==> config.mk <==
export PLATFORM = sky130hd
export DESIGN_NAME = mini_core_mem_arb
export DESIGN_NICKNAME = d
export VERILOG_FILES = /design/src/rtl/mini_core_pkg.sv /design/src/rtl/mini_core_rr_arb.sv /design/src/rtl/mini_core_mem_arb.sv
export SDC_FILE = /design/constraint.sdc
export NUM_CORES = 1
export LEC_CHECK = 0
export BUFFER_PORTS_ARGS = -buffer_cell sky130_fd_sc_hd__buf_2
export CAP_MARGIN = 40
export CORE_UTILIZATION = 25
export CTS_CLUSTER_DIAMETER = 50
export CTS_CLUSTER_SIZE = 20
export DETAILED_ROUTE_END_ITERATION = 10
export PLACE_DENSITY_LB_ADDON = 0.08
export RECOVER_POWER = 100
export SETUP_SLACK_MARGIN = 0.3
export SYNTH_ARGS = -nofsm -noshare
export SYNTH_HDL_FRONTEND = slang
export SYNTH_SLANG_ARGS = --single-unit
==> constraint.sdc <==
create_clock -name Clk -period 2.3 [get_ports Clk]
set_input_delay 0.345 -clock Clk [delete_from_list [all_inputs] [get_ports Clk]]
set_output_delay 0.345 -clock Clk [all_outputs]
set_load 0.05 [all_outputs]
==> src/rtl/mini_core_pkg.sv <==
// mini_core_pkg: shared types and memory-map bounds for the mini core fabric.
//   t_arb_state - memory arbiter FSM states
//   t_mem_sel   - one-hot region select driven onto MemSel
//   *_FLOOR/*_ROOF - inclusive region bounds
//   decode()    - byte address -> region select (SEL_NONE if unmapped)
package mini_core_pkg;

  typedef enum logic [1:0] {
    IDLE    = 2'd0,
    RD_WAIT = 2'd1,
    ERR_RSP = 2'd2
  } t_arb_state;

  typedef enum logic [3:0] {
    SEL_NONE = 4'b0000,
    SEL_I    = 4'b0001,
    SEL_D    = 4'b0010,
    SEL_CR   = 4'b0100,
    SEL_VGA  = 4'b1000
  } t_mem_sel;

  localparam logic [31:0] I_MEM_FLOOR   = 32'h0000_0000;
  localparam logic [31:0] I_MEM_ROOF    = 32'h0000_3FFF;
  localparam logic [31:0] D_MEM_FLOOR   = 32'h0000_4000;
  localparam logic [31:0] D_MEM_ROOF    = 32'h0000_6FFF;
  localparam logic [31:0] CR_MEM_FLOOR  = 32'h0000_7000;
  localparam logic [31:0] CR_MEM_ROOF   = 32'h0000_7FFF;
  localparam logic [31:0] VGA_MEM_FLOOR = 32'h0000_8000;
  localparam logic [31:0] VGA_MEM_ROOF  = 32'h0001_15FF;

  localparam int NUM_REQ = 2;

  function automatic logic in_rgn(input logic [31:0] a, input logic [31:0] f,
                                  input logic [31:0] r);
    return (a >= f) && (a <= r);
  endfunction

  function automatic t_mem_sel decode(input logic [31:0] a);
    if (in_rgn(a, I_MEM_FLOOR, I_MEM_ROOF))     return SEL_I;
    if (in_rgn(a, D_MEM_FLOOR, D_MEM_ROOF))     return SEL_D;
    if (in_rgn(a, CR_MEM_FLOOR, CR_MEM_ROOF))   return SEL_CR;
    if (in_rgn(a, VGA_MEM_FLOOR, VGA_MEM_ROOF)) return SEL_VGA;
    return SEL_NONE;
  endfunction

endpackage

==> src/rtl/mini_core_rr_arb.sv <==
// mini_core_rr_arb: 2-way grant generator for the memory arbiter.
//   req - request vector, gnt - one-hot grant (zero if no request)
//   With MINI_CORE_MEM_ARB_RR_EN: round-robin; Clk/RstN/upd exist and
//   upd advances the pointer on every accepted grant. Otherwise fixed
//   priority (requester 0 wins) and the block is purely combinational.
module mini_core_rr_arb (
`ifdef MINI_CORE_MEM_ARB_RR_EN
  input  logic       Clk,
  input  logic       RstN,
  input  logic       upd,
`endif
  input  logic [1:0] req,
  output logic [1:0] gnt
);

`ifdef MINI_CORE_MEM_ARB_RR_EN
  // last = requester granted most recently; reset to 1 so requester 0
  // wins the first contention.
  logic last;

  always_ff @(posedge Clk or negedge RstN) begin
    if (!RstN)    last <= 1'b1;
    else if (upd) last <= gnt[1];
  end

  always_comb begin
    gnt = req;
    if (req == 2'b11) gnt = last ? 2'b01 : 2'b10;
  end
`else
  always_comb begin
    gnt = 2'b00;
    if (req[0])      gnt = 2'b01;
    else if (req[1]) gnt = 2'b10;
  end
`endif

endmodule

==> src/rtl/mini_core_mem_arb.sv <==
// mini_core_mem_arb: two-requester memory arbiter with region decode.
//   Req*  - requester side (bit/lane 0 = core data, 1 = loader/debug)
//   Rsp*  - registered one-cycle read/error response per requester
//   Mem*  - fabric request, MemSel one-hot region, MemRdData read return
// One transaction outstanding. Grants are combinational in IDLE; reads
// return RD_LATENCY+1 cycles after grant; unmapped addresses get an
// error response the following cycle.
// Macro MINI_CORE_MEM_ARB_RR_EN selects round-robin instead of fixed
// priority in the grant sub-module.
module mini_core_mem_arb
  import mini_core_pkg::*;
#(
  parameter int RD_LATENCY = 1
) (
  input  logic             Clk,
  input  logic             RstN,
  input  logic [1:0]       ReqValid,
  output logic [1:0]       ReqReady,
  input  logic [1:0][31:0] ReqAddr,
  input  logic [1:0]       ReqWr,
  input  logic [1:0][3:0]  ReqByteEn,
  input  logic [1:0][31:0] ReqWrData,
  output logic [1:0]       RspValid,
  output logic [31:0]      RspData,
  output logic [1:0]       RspErr,
  output logic             MemReqValid,
  output logic [31:0]      MemAddr,
  output logic             MemWr,
  output logic [3:0]       MemByteEn,
  output logic [31:0]      MemWrData,
  output logic [3:0]       MemSel,
  input  logic [31:0]      MemRdData
);

  localparam logic [2:0] LAT = 3'(RD_LATENCY);

  t_arb_state state, state_nxt;
  t_mem_sel   sel;
  logic [2:0] cnt;
  logic [1:0] gnt, gnt_q;
  logic       gidx, active, any, legal;

  // Reset gates the combinational outputs too, so they read 0 while
  // RstN is low regardless of requests.
  assign active = RstN && (state == IDLE);
  assign any    = |ReqValid;
  assign gidx   = gnt[1];
  assign sel    = decode(ReqAddr[gidx]);
  assign legal  = (sel != SEL_NONE);

  mini_core_rr_arb u_arb (
`ifdef MINI_CORE_MEM_ARB_RR_EN
    .Clk  (Clk),
    .RstN (RstN),
    .upd  (active && any),
`endif
    .req  (ReqValid),
    .gnt  (gnt)
  );

  always_comb begin
    state_nxt   = state;
    ReqReady    = 2'b00;
    MemReqValid = 1'b0;
    MemSel      = SEL_NONE;
    MemAddr     = '0;
    MemWr       = 1'b0;
    MemByteEn   = '0;
    MemWrData   = '0;
    case (state)
      IDLE: begin
        if (active && any) begin
          ReqReady = gnt;
          if (legal) begin
            MemReqValid = 1'b1;
            MemSel      = sel;
            MemAddr     = ReqAddr[gidx];
            MemWr       = ReqWr[gidx];
            MemByteEn   = ReqByteEn[gidx];
            MemWrData   = ReqWrData[gidx];
            if (!ReqWr[gidx]) state_nxt = RD_WAIT;
          end else begin
            state_nxt = ERR_RSP;
          end
        end
      end
      RD_WAIT: if (cnt == LAT) state_nxt = IDLE;
      ERR_RSP: state_nxt = IDLE;
      default: state_nxt = IDLE;
    endcase
  end

  always_ff @(posedge Clk or negedge RstN) begin
    if (!RstN) state <= IDLE;
    else       state <= state_nxt;
  end

  // cnt = cycles spent in RD_WAIT; MemRdData is valid on the cycle cnt
  // reaches RD_LATENCY and is registered into the response.
  always_ff @(posedge Clk or negedge RstN) begin
    if (!RstN) begin
      cnt      <= '0;
      gnt_q    <= '0;
      RspValid <= '0;
      RspErr   <= '0;
      RspData  <= '0;
    end else begin
      RspValid <= '0;
      RspErr   <= '0;
      if (state == IDLE && any) begin
        gnt_q <= gnt;
        cnt   <= 3'd1;
        if (!legal) begin
          RspValid <= gnt;
          RspErr   <= gnt;
          RspData  <= '0;
        end
      end else if (state == RD_WAIT) begin
        if (cnt == LAT) begin
          RspValid <= gnt_q;
          RspData  <= MemRdData;
          cnt      <= '0;
        end else begin
          cnt <= cnt + 3'd1;
        end
      end
    end
  end

endmodule

== Word-level counts from Yosys, hierarchy flattened ==
Cells that the tools add are included.
W data, S select, Z words.
Operators by class
  $add $sub $neg: 1
  $lt $le $gt $ge: 9
  equal/unequal tests: 6
  mux-type cells: 65
  reduce and logical (&&, ||, !) cells: 14
Operators with widths (count)
  $mux W32: 14
  $ge A32 B15 Y1 const B: 2
  $le A32 B15 Y1 const B: 2
  $mux W4: 16
  $ge A32 B1 Y1 const B: 1
  $ge A32 B16 Y1 const B: 1
  $le A32 B14 Y1 const B: 1
  $le A32 B17 Y1 const B: 1
  $mux W2: 13
  $mux W1: 18
  $mux W3: 3
  $logic_and A1 B1 Y1: 7
  $reduce_and A3 Y1: 2
  $ne A2 B1 Y1 const B: 2
  $pmux W2 S2: 1
  $reduce_bool A2 Y1: 2
  $reduce_bool A4 Y1: 1
  $add A3 B1 Y3 const B: 1
  $eq A3 B1 Y1 const B: 1
  $ne A3 B3 Y1 const B: 1
  $eq A2 B1 Y1 const B: 1
  $logic_not A2 Y1: 1
  $lt A1 B2 Y1 const B: 1
  $ne A2 B2 Y1 const B: 1
  $reduce_or A2 Y1: 1
Word-level totals
  register bits after elaboration: 43
  bits of input ports: 174
  output and inout bits: 112
  word-level logic and storage cells: 101

== Longest topological paths before layout ==
Gate-level depths: netlist of run 1.
  word-level depth: 21
  gate-level depth with buffers: 9
  mapped depth without buffers: 5

== By module ==
A second synthesis of run 1 with hierarchy kept.
Second synthesis, totals
  cell total of the unflattened synthesis: 353
  area total of the unflattened synthesis: 2899.0 um^2
By module, submodules not included
  mini_core_mem_arb: times used 1, cells an instance 351, area each 2877.8 um^2, seq. area each 1076.0 um^2
  mini_core_rr_arb: times used 1, cells an instance 2, area each 21.3 um^2, seq. area each 0.0 um^2

== Least setup slack after synthesis of run 1 ==
Ideal clock, no wire load.
  kind: input to output
  start point: in ReqValid[0]
  end point: out MemSel[1]
  arrival: 2.757 ns
  data required time: 1.955 ns
  setup slack: -0.802 ns
  cell stages on the path: 6
  buffers on the path: 2
  path through: buf_6 nor2b_1 buf_4 mux2i_1 nand2_1 nor4bb_1
On the way
  cells in the longest elaborated chain, start to end: 17
  elaborated cells between the ends (all ways): 38
  those cells by class: order compare: 8; mux: 23; reduce/logical: 7
Ends and longest elaborated chain
  start: declaration: line mini_core_mem_arb.sv:17  | input logic [1:0] ReqValid,
  $mux W2: line mini_core_rr_arb.sv:33  | if (req[0]) gnt = 2'b01;
  $mux W32 (implied by the code) (2 in a row): line mini_core_mem_arb.sv:48  | assign sel = decode(ReqAddr[gidx]);
  $ge A32 B16 Y1 / $le A32 B17 Y1 (equally long branches): line mini_core_pkg.sv:35  | return (a >= f) && (a <= r);
  $logic_and A1 B1 Y1: line mini_core_pkg.sv:35
  $mux W1 (2 in a row): line mini_core_pkg.sv:42  | if (in_rgn(a, VGA_MEM_FLOOR, VGA_MEM_ROOF)) return SEL_VGA;
  $mux W1: line mini_core_pkg.sv:41  | if (in_rgn(a, CR_MEM_FLOOR, CR_MEM_ROOF)) return SEL_CR;
  $mux W1: line mini_core_pkg.sv:40  | if (in_rgn(a, D_MEM_FLOOR, D_MEM_ROOF)) return SEL_D;
  $mux W4: line mini_core_pkg.sv:43  | return SEL_NONE;
  $mux W4: line mini_core_pkg.sv:42
  $mux W4: line mini_core_pkg.sv:41
  $mux W4: line mini_core_pkg.sv:40
  $reduce_bool A4 Y1: line mini_core_mem_arb.sv:49  | assign legal = (sel != SEL_NONE);
  $mux W4: line mini_core_mem_arb.sv:74  | if (legal) begin
  $mux W4 (*): line mini_core_mem_arb.sv:72  | if (active && any) begin
  $mux W4 (*): line mini_core_mem_arb.sv:70  | case (state)
  end: declaration: line mini_core_mem_arb.sv:31  | output logic [3:0] MemSel,
Every way passes the cells marked *; elsewhere a longest branch is shown, timed or not. The select of a mux whose other input is x is not followed.

== Final worst setup path of run 1 ==
  start point: in ReqAddr[47] in the netlist's numbering
  end point: out MemAddr[1]
On the way
  cells in the longest elaborated chain, start to end: 16
  elaborated cells between the ends (all ways): 35
  those cells by class: order compare: 8; mux: 22; reduce/logical: 5
Ends and longest elaborated chain
  start: declaration: line mini_core_mem_arb.sv:19  | input logic [1:0][31:0] ReqAddr,
  $mux W32 (implied by the code) (*) (2 in a row): line mini_core_mem_arb.sv:48
  $ge A32 B16 Y1 / $le A32 B17 Y1 (equally long branches): line mini_core_pkg.sv:35
  $logic_and A1 B1 Y1: line mini_core_pkg.sv:35
  $mux W1 (2 in a row): line mini_core_pkg.sv:42
  $mux W1: line mini_core_pkg.sv:41
  $mux W1: line mini_core_pkg.sv:40
  $mux W4: line mini_core_pkg.sv:43
  $mux W4: line mini_core_pkg.sv:42
  $mux W4: line mini_core_pkg.sv:41
  $mux W4 (*): line mini_core_pkg.sv:40
  $reduce_bool A4 Y1 (*): line mini_core_mem_arb.sv:49
  $mux W32 (*): line mini_core_mem_arb.sv:74
  $mux W32 (*): line mini_core_mem_arb.sv:72
  $mux W32 (*): line mini_core_mem_arb.sv:70
  end: declaration: line mini_core_mem_arb.sv:27  | output logic [31:0] MemAddr,
Marks and branches as above.

==> flow_summary.toml, run 1 <==
[cells_and_area]
multiInputGateArea_um2 = 2369
regArea_um2 = 1076
nNetsFinal = 885
area_delta_synth_final_pct = 106.1
antennaDiodeCount = 0
drive_above_1_share_pct = 52.67
fillers = 1125
final_cell_count_no_fill = 855

[worst_setup_path]
r2r_slack_ns = 0.21
arrival_ns = 1.97
startpoint = "ReqAddr[47]"
start_kind = "input port"
r2r-start = "state[0]"
crit_path_end_kind = "output pin"
path_max_fanout = 8
crit_path_end = "MemAddr[1]"
reg2reg_depth = 8
reg2reg_to = "RspData[11]"
cp.required_ns = 1.96
path_class = "input port to output pin"

[timing]
setup_ws_ns = -0.01968
fmax_ghz = 0.4311
setup_viol = 16
fin_crit_sh_pct = 100.9
tightest_slew_ns = 1.019
period_minus_slack_ns = 2.320
slew_violations = 0
rsz0062_at_grt = "true"
final_hold_viol_count = 0
relSlewSlack_pct = 32.06
fin_worst_skew_ns = 0.005508

[status]
outcome = "complete, but fails checks"
violations = "negative setup slack"

[placed_design]
port_buffers = 270
routabilityCongestion = 0.8504
hpwl_mm = 10.17
place_inst = 832

[clocking]
numCtsBuffers = 5
path_clk_slew_ns = 0.07
cts_tree = "done"
clkSinkCount = 43
clockBufferDepth = 2
clk_latency_ns = 0.28
cts-root-buf = "clkbuf_16"
cts_max_level = 2

[yosys]
netlist_area_um2 = 2949
synth_top_area_share_pct = 36.49
synthCells = 409
yosys_warnings = 0
synth-seq-cells = 43
synthTopCellsByArea = "dfrtp_1 (36%), nand2_1 (22%), a21oi_1 (9.7%)"
yosysTopAreaCell = "dfrtp_1"
yosys.cell_types.count = 37
avgSynthCellArea_um2 = 7.210
ys_seq_area_share_pct = 36.49

[die]
die_w_um = 110.6
rows = 39
die_area_um2 = 12230
die_h_um = 110.6
core_um2 = 11470
io_pins = 286
start_util_pct = 25.72

[global_routing]
grt_pass1_wl_mm = 20.76
grt_usage_pct = 20.71
grt_pass1_vias = 4015
grt_max_degree = 42
antenna_found_initial = 0
grt_remaining_overflow = 0

[worst_hold_path]
hold_class = "input port to register"

[power_and_ir_drop]
seqPwrFrac_pct = 37.8
netSwitchingFraction_pct = 31.74
power_density_nw_per_um2 = 335.4
leakage_uw = 0.002732
combPwrFrac_pct = 27.1
internal-power_uw = 1392
pwr-share-clk_pct = 35.0
peakVddDrop_mv = 0.3136
finalPower_uw = 2039
p_sw_uw = 647.1

[flow_run]
maxCapViolations = 0

[route]
ant_nets = 0
wl_per_cell_um = 14.98
drt_iter0_drc = 182
drcViolationCount = 0
drt-vias-per-instance = 4.522
drt_pass1_iterations = 4
via_count = 3866
wirelength_mm = 12.81
## cell usage after synthesis (all sizes together)
master and number:
a22o 1, a41o 1, o21a 1, or4b 1
nand3b 1, nor3 3, or2 2, mux2i 5
nand2b 1, conb 1, nand3 3, nor4 6
and2 2, o31ai 1, a31oi 1, and3 2
nor4bb 1, nand4 2, nor2 9, dfrtp 43
nand2 172, clkbuf 17, nor3b 2, inv 3
a31o 1, o211a 2, a21oi 88, xor2 1
a41oi 1, o22ai 1, o21ai 3, a21o 2
nor2b 2, buf 27
## cell families after synthesis
logic type / after synthesis / synth area share (%)
AOI/OAI and AO/OA: 103 / 22.74
xor gates and xnor gates: 1 / 0.2970
buffers and inverters: 47 / 9.546
DFF: 43 / 36.49
muxes: 5 / 1.697
other: 1 / 0.1272
and+or+nand+nor: 209 / 29.10
## placed cells by master, fill, tap and decap left out, types with 2 or more instances in the layout
| cell | Yosys | routed |
|---|---|---|
| nand3_2 | 0 | 2 |
| nor3_1 | 3 | 2 |
| a21o_1 | 2 | 2 |
| buf_4 | 16 | 33 |
| and2_1 | 2 | 2 |
| mux2i_1 | 5 | 2 |
| o21ai_0 | 3 | 3 |
| a21oi_2 | 31 | 2 |
| inv_1 | 3 | 2 |
| a21oi_4 | 0 | 50 |
| mux2i_4 | 0 | 2 |
| nor2_1 | 9 | 4 |
| dfrtp_1 | 43 | 43 |
| or2_4 | 0 | 2 |
| buf_8 | 0 | 9 |
| o211a_1 | 2 | 2 |
| nand2_1 | 172 | 170 |
| clkbuf_1 | 17 | 41 |
| clkbuf_4 | 0 | 4 |
| clkbuf_16 | 0 | 5 |
| buf_12 | 0 | 6 |
| buf_16 | 0 | 3 |
| clkinvlp_4 | 0 | 3 |
| a21oi_1 | 57 | 36 |
| buf_6 | 5 | 60 |
| conb_1 | 1 | 15 |
| nor4_4 | 0 | 3 |
| nand2_8 | 0 | 2 |
| nor4_2 | 0 | 2 |
| nor2_4 | 0 | 5 |
| nand4_1 | 2 | 2 |
| buf_2 | 6 | 166 |
## how the worst min path moves through the flow
stage / startpoint / slack (ns) / end / depth (start not counted)
final: MemRdData[0] / 0.29 / RspData[0] / 3
after global routing: MemRdData[9] / 0.29 / RspData[9] / 3
after CTS: RstN / 0.28 / gnt_q[1] / 2
after detailed placement: RstN / 0.17 / state[1] / 1
after global placement: RstN / 0.17 / state[1] / 1
after floorplan: RstN / 0.05 / RspData[0] / 0
## metrics by stage
step	setup TNS (ns)	setup WS, ns	hold WS, ns	util (%)	cell area [um^2]
after floorplan	-2.088	-0.04856	0.04941	-	3576
after global placement	-5.261	-0.1217	0.1687	45.60	5229
after detailed placement	-7.763	-0.1653	0.1691	45.60	5229
after CTS	-0.2205	-0.02963	0.2818	53.09	6088
after global routing	-1.483	-0.06148	0.2918	53.01	6078
final	-0.09233	-0.01968	0.2877	53.01	6078
## metal layers
metal	GRT usage [%]	wire [um]	vias to the layer above
li1	-	-	1931
met1	24.75	5154	1788
met2	38.96	6881	137
met3	3.732	646	10
met4	3.022	124	0
met5	0	0	-
## repair_timing
| item | 4_1_cts | 5_1_grt |
|---|---|---|
| pin swaps | 9 | 10 |
| hold endpoints to repair | 2 | 0 |
| hold buffers | 1 | 0 |
| endpoints found under the setup margin | 59 | 91 |
| cloned | 4 | 0 |
| gates resized for setup | 151 | 14 |
| buffers inserted | 9 | 1 |
## final cells by class
class                   count  share of cell area (%)
inverters                   3                  0.2470
well taps                 143                   2.944
clock buffers               5                   2.058
multi-input cells         334                   38.97
repair buffers            324                   37.69
flip-flops and latches     43                   17.70
clock inverters             3                  0.3911
## power by group through the flow
| stage | logic [uW] | clock network (uW) | registers [uW] |
|---|---|---|---|
| floorplan | 271 | 0 | 801 |
| global placement | 504 | 0 | 784 |
| detailed placement | 509 | 0 | 785 |
| CTS | 551 | 735 | 771 |
| global route | 603 | 762 | 772 |
| finish | 553 | 714 | 771 |
## flip-flops by register name (all words and copies together), names as in the netlist
signal,cells
RspData,32
RspErr,2
RspValid,2
cnt,3
gnt_q,2
state,2
## critical path, cell delays in order
cell	delay, ns
buf_6	0.09
or4b_4	0.54
o31ai_4	0.08
a41o_4	0.31
nand2_8	0.11
buf_16	0.18
a21oi_4	0.12
buf_6	0.17
No activity file was read; power rests on OpenSTA's default activity.
==> run 2, diff against run 1 <==
--- a/config.mk
+++ b/config.mk
@@ -13,7 +13,9 @@
 export DETAILED_ROUTE_END_ITERATION = 10
 export PLACE_DENSITY_LB_ADDON = 0.08
 export RECOVER_POWER = 100
+export REMOVE_ABC_BUFFERS = 1
 export SETUP_SLACK_MARGIN = 0.3
+export SLEW_MARGIN = 20
 export SYNTH_ARGS = -nofsm -noshare
 export SYNTH_HDL_FRONTEND = slang
 export SYNTH_SLANG_ARGS = --single-unit
==> flow_summary.toml, run 2 (synthesis gave the netlist of run 1 again) <==
[cells_and_area]
drive_above_1_share_pct = 51.69
largest_register_ffs = 32
area_delta_synth_final_pct = 97.37
regMostFlops = "RspData"
layout_commonest_cell = "nand2_1"
layout_common_cells = "nand2_1 (170), buf_2 (167), buf_6 (66)"
nNetsFinal = 883
reg_top3 = "RspData: 32 flops, cnt: 3 flops"

[timing]
relSlewSlack_pct = 26.41
setup_viol = 22
fmax_ghz = 0.4280
fin_worst_skew_ns = 0.004431
tightest_slew_ns = 1.104
final.setup.tns_ns = -0.4230
setup_ws_ns = -0.03633
fin_crit_sh_pct = 101.6
rsz0062_at_grt = "true"
final_hold_viol_count = 0
period_minus_slack_ns = 2.336
slew_violations = 0

[global_routing]
grt_pass1_wl_mm = 19.22
grt_pass1_vias = 3731
grt_usage_pct = 19.26
antenna_found_initial = 3
grt_remaining_overflow = 0
grt_max_degree = 45

[worst_setup_path]
arrival_ns = 1.99
crit_path_end = "MemAddr[10]"
crit_chain = "buf_6, or4b_4, o31ai_4, a41o_4, nand2_8, buf_12, a21oi_4, buf_6, buf_12"
crit_buf_inv = 4
r2r_slack_ns = 0.39
crit_cells = 9
r2r-start = "state[1]"
slowest_delay_ns = 0.54
start_kind = "input port"
reg2reg_to = "state[1]"
startpoint = "ReqAddr[46]"
reg2reg_depth = 7
crit_path_end_kind = "output pin"
path_delay_family = "simple AND/OR/NAND/NOR gates"
cp.required_ns = 1.96
path_max_fanout = 7
path_class = "input port to output pin"
cp_slowest_cell = "or4b_4"

[status]
outcome = "complete, but fails checks"
violations = "negative setup slack"

[die]
core_um2 = 11470
io_pins = 286
die_h_um = 110.6
die_area_um2 = 12230
rows = 39
die_w_um = 110.6
start_util_pct = 25.72

[clocking]
clk_latency_ns = 0.28
path_clk_slew_ns = 0.06
numCtsBuffers = 5
clockBufferDepth = 2
cts_max_level = 2
cts_tree = "done"
clkSinkCount = 43
cts-root-buf = "clkbuf_16"

[route]
drt-vias-per-instance = 4.636
ant_nets = 0
drcViolationCount = 0
wl_per_cell_um = 15.44
wirelength_mm = 13.18
drt_iter0_drc = 200
drt_pass1_iterations = 4
via_count = 3959

[placed_design]
port_buffers = 270
hpwl_mm = 9.211
routabilityCongestion = 0.8813

[power_and_ir_drop]
peakVddDrop_mv = 0.2867
finalPower_uw = 2118
power_density_nw_per_um2 = 363.8
leakage_uw = 0.002754

[flow_run]
maxCapViolations = 0

[worst_hold_path]
hold_class = "input port to register"
run 2: cell count changes in the layout (fill, tap and decap cells not counted), sizes merged:
cell and delta:
clkinvlp -3, dlygate4sd3 -1, diode +1, clkinv +1, bufinv +1
run 2: report_power, final:
| part | internal (uW) | switching [uW] |
|---|---|---|
| Sequential | 767 | 4.79 |
| Combinational | 218 | 315 |
| Clock | 539 | 274 |
| Total | 1520 | 593 |
run 2: how the worst min path moves through the flow:
stage | depth (start not counted) | startpoint | endpoint
2_1_floorplan | 0 | RstN | RspData[0]
3_5_place_dp | 1 | gnt_q[0] | RspValid[0]
4_1_cts | 2 | RstN | RspData[30]
6_report | 3 | MemRdData[19] | RspData[19]
3_3_place_gp | 1 | gnt_q[0] | RspValid[0]
5_1_grt | 3 | MemRdData[25] | RspData[25]
run 2: stage by stage:
stage | setup slack, ns | cells | hold WS (ns) | instance area, um^2 | utilization, %
floorplan | -3.232 | 379 | 0.04941 | 2731 | -
global placement | -0.1924 | 823 | 0.4623 | 4604 | 40.15
detailed placement | -0.2033 | 823 | 0.4729 | 4604 | 40.15
CTS | -0.05792 | 843 | 0.2696 | 5325 | 46.44
global route | -0.08038 | 853 | 0.2951 | 5818 | 50.74
finish | -0.03633 | 854 | 0.2921 | 5821 | 50.76
run 2: final cells by class:
type | instances | area (um^2)
clock buffer | 6 | 138.9
sequential | 43 | 1076
tap | 143 | 178.9
fill | 1147 | 5647
timing repair buffer | 322 | 2318
multi-input combinational | 334 | 2057
clock inverter | 2 | 35.03
inverter | 3 | 13.76
antenna | 1 | 2.502
run 2: worst register-to-register path, stage by stage (launching register included):
cell and delay (ns):
dfrtp_1 0.40, nor2_4 0.19, clkbuf_1 0.18, clkbuf_1 0.24
o21ai_0 0.27, a21oi_4 0.24, buf_4 0.20, and2_1 0.13
run 2: routing by layer:
layer	vias up	global-route usage (%)	wire, um
met4	4	3.111	118
met3	14	4.940	779
li1	1924	-	-
met1	1857	23.87	5583
met2	160	33.95	6674
met5	-	0	27
run 2: timing repair:
item	in CTS	in global routing
pin swaps	3	8
hold buffers	0	0
cloned	0	7
buffers inserted	12	3
endpoints found under the setup margin	59	60
resized for setup	130	78
==> run 3, diff against run 2 <==
--- a/config.mk
+++ b/config.mk
@@ -8,6 +8,7 @@
 export BUFFER_PORTS_ARGS = -buffer_cell sky130_fd_sc_hd__buf_2
 export CAP_MARGIN = 40
 export CORE_UTILIZATION = 25
+export CTS_BUF_LIST = sky130_fd_sc_hd__clkbuf_4
 export CTS_CLUSTER_DIAMETER = 50
 export CTS_CLUSTER_SIZE = 20
 export DETAILED_ROUTE_END_ITERATION = 10
==> flow_summary.toml, run 3 (synthesis gave the netlist of run 1 again) <==
[status]
outcome = "complete, but fails checks"
violations = "negative setup slack"

[cells_and_area]
regMostFlops = "RspData"
drive_above_1_share_pct = 49.35
reg_top3 = "RspData: 32 flops, cnt: 3 flops"
nNetsFinal = 868
area_delta_synth_final_pct = 77.85
largest_register_ffs = 32
layout_common_cells = "buf_2 (171), nand2_1 (170), buf_6 (50)"
layout_commonest_cell = "buf_2"
fin_util_pct = 45.74

[route]
drt-vias-per-instance = 4.613
drcViolationCount = 0
drt_iter0_drc = 165
drt_pass1_iterations = 4
ant_nets = 0
wl_per_cell_um = 14.42
via_count = 3870
wirelength_mm = 12.10

[global_routing]
grt_pass1_wl_mm = 18.95
grt_remaining_overflow = 0
grt_usage_pct = 18.98
grt_max_degree = 45
grt_pass1_vias = 3660
antenna_found_initial = 3

[die]
rows = 39
start_util_pct = 25.72
io_pins = 286
die_h_um = 110.6
core_um2 = 11470
die_area_um2 = 12230
die_w_um = 110.6

[clocking]
cts_max_level = 2
clk_latency_ns = 0.34
numCtsBuffers = 5
cts_hold_buffers = 0
clockBufferDepth = 2
path_clk_slew_ns = 0.13
cts-root-buf = "clkbuf_4"
cts_tree = "done"
clkSinkCount = 43

[timing]
rsz0062_at_grt = "true"
tightest_slew_ns = 1.110
final_hold_viol_count = 0
setup_viol = 38
relSlewSlack_pct = 26.01
fin_worst_skew_ns = 0.004643
whs_ns = 0.2146
setup_ws_ns = -0.05194
slew_violations = 0
fmax_ghz = 0.4252
fin_crit_sh_pct = 102.3
period_minus_slack_ns = 2.352

[worst_setup_path]
cp.required_ns = 1.96
crit_path_end_kind = "output pin"
arrival_ns = 2.01
cp_slowest_cell = "or4b_4"
slowest_delay_ns = 0.54
crit_buf_inv = 4
start_kind = "input port"
path_class = "input port to output pin"
crit_chain = "buf_6, or4b_4, o31ai_4, a41o_1, nand2_4, buf_6, a21oi_4, buf_4, buf_12"
path_delay_family = "simple AND/OR/NAND/NOR gates"
path_max_fanout = 13
crit_top_cell = "buf_6"

[placed_design]
hpwl_mm = 9.211
routabilityCongestion = 0.8813
port_buffers = 270

[power_and_ir_drop]
power_density_nw_per_um2 = 328.3
leakage_uw = 0.002570
peakVddDrop_mv = 0.2322

[worst_hold_path]
hold_class = "input port to register"

[flow_run]
maxCapViolations = 0
run 3: cell types whose count changed in the layout (fill, tap and decap cells not counted), moves of 5 or more:
| cell | change |
|---|---|
| clkbuf_16 | -8 |
| a21oi_2 | +11 |
| buf_4 | +7 |
| a21oi_4 | -16 |
| a21oi_1 | +5 |
| buf_6 | -16 |
run 3: final timing paths:
kind / startpoint / end / slack [ns] / cells after the start
max in group asynchronous: RstN / RspData[0] / 1.24 / 2
hold reg to reg: gnt_q[0] / RspValid[0] / 0.50 / 1
min in group asynchronous: RstN / RspData[31] / 0.38 / 2
setup reg to reg: state[1] / state[1] / 0.44 / 7
hold / removal: MemRdData[19] / RspData[19] / 0.21 / 3
setup / recovery: ReqAddr[47] / MemAddr[10] / -0.05 / 9
run 3: layer usage:
metal  part of all wire (%)  global-route usage [%]  vias up
li1                       -                       -     1894
met1                     41                   23.85     1789
met2                     50                   33.25      166
met3                    7.4                   4.940       17
met4                   0.89                   2.578        4
met5                   0.22                       0        -
run 3: tightest hold or removal path: stages:
cell and delay [ns]:
buf_2 0.09, nand2_1 0.04, a21oi_1 0.05
run 3: through the flow:
step | TNS [ns] | instance area, um^2 | instances | worst slack, ns | power, uW
after floorplan | -242.48 | 2731 | 379 | -3.232 | 982.7
after global placement | -5.149 | 4604 | 823 | -0.1924 | 1234
after detailed placement | -6.347 | 4604 | 823 | -0.2033 | 1235
after CTS | -0.9593 | 5122 | 835 | -0.05668 | 1736
after global routing | -5.192 | 5243 | 838 | -0.1297 | 1827
final | -0.8535 | 5245 | 839 | -0.05194 | 1722
run 3: repair_timing:
item | in CTS | in global routing
setup buffers | 4 | 2
hold endpoints to repair | 0 | 0
resized for setup | 121 | 34
cloned | 0 | 1
pin swaps | 2 | 4
endpoints found under the setup margin | 60 | 59
run 3: area by class of cell:
class / instances / area (um^2)
Clock inverter: 3 / 38.79
Fill cell: 1213 / 6222
Multi-Input combinational cell: 333 / 1846
Inverter: 3 / 11.26
Clock buffer: 5 / 37.54
Sequential cell: 43 / 1076
Antenna cell: 1 / 2.502
Tap cell: 143 / 178.9
Timing Repair Buffer: 308 / 2054
run 3: power by group:
| part | total, uW | switching (uW) | internal [uW] |
|---|---|---|---|
| registers | 771 | 4.92 | 766 |
| clock network | 464 | 241 | 224 |
| logic | 487 | 287 | 200 |
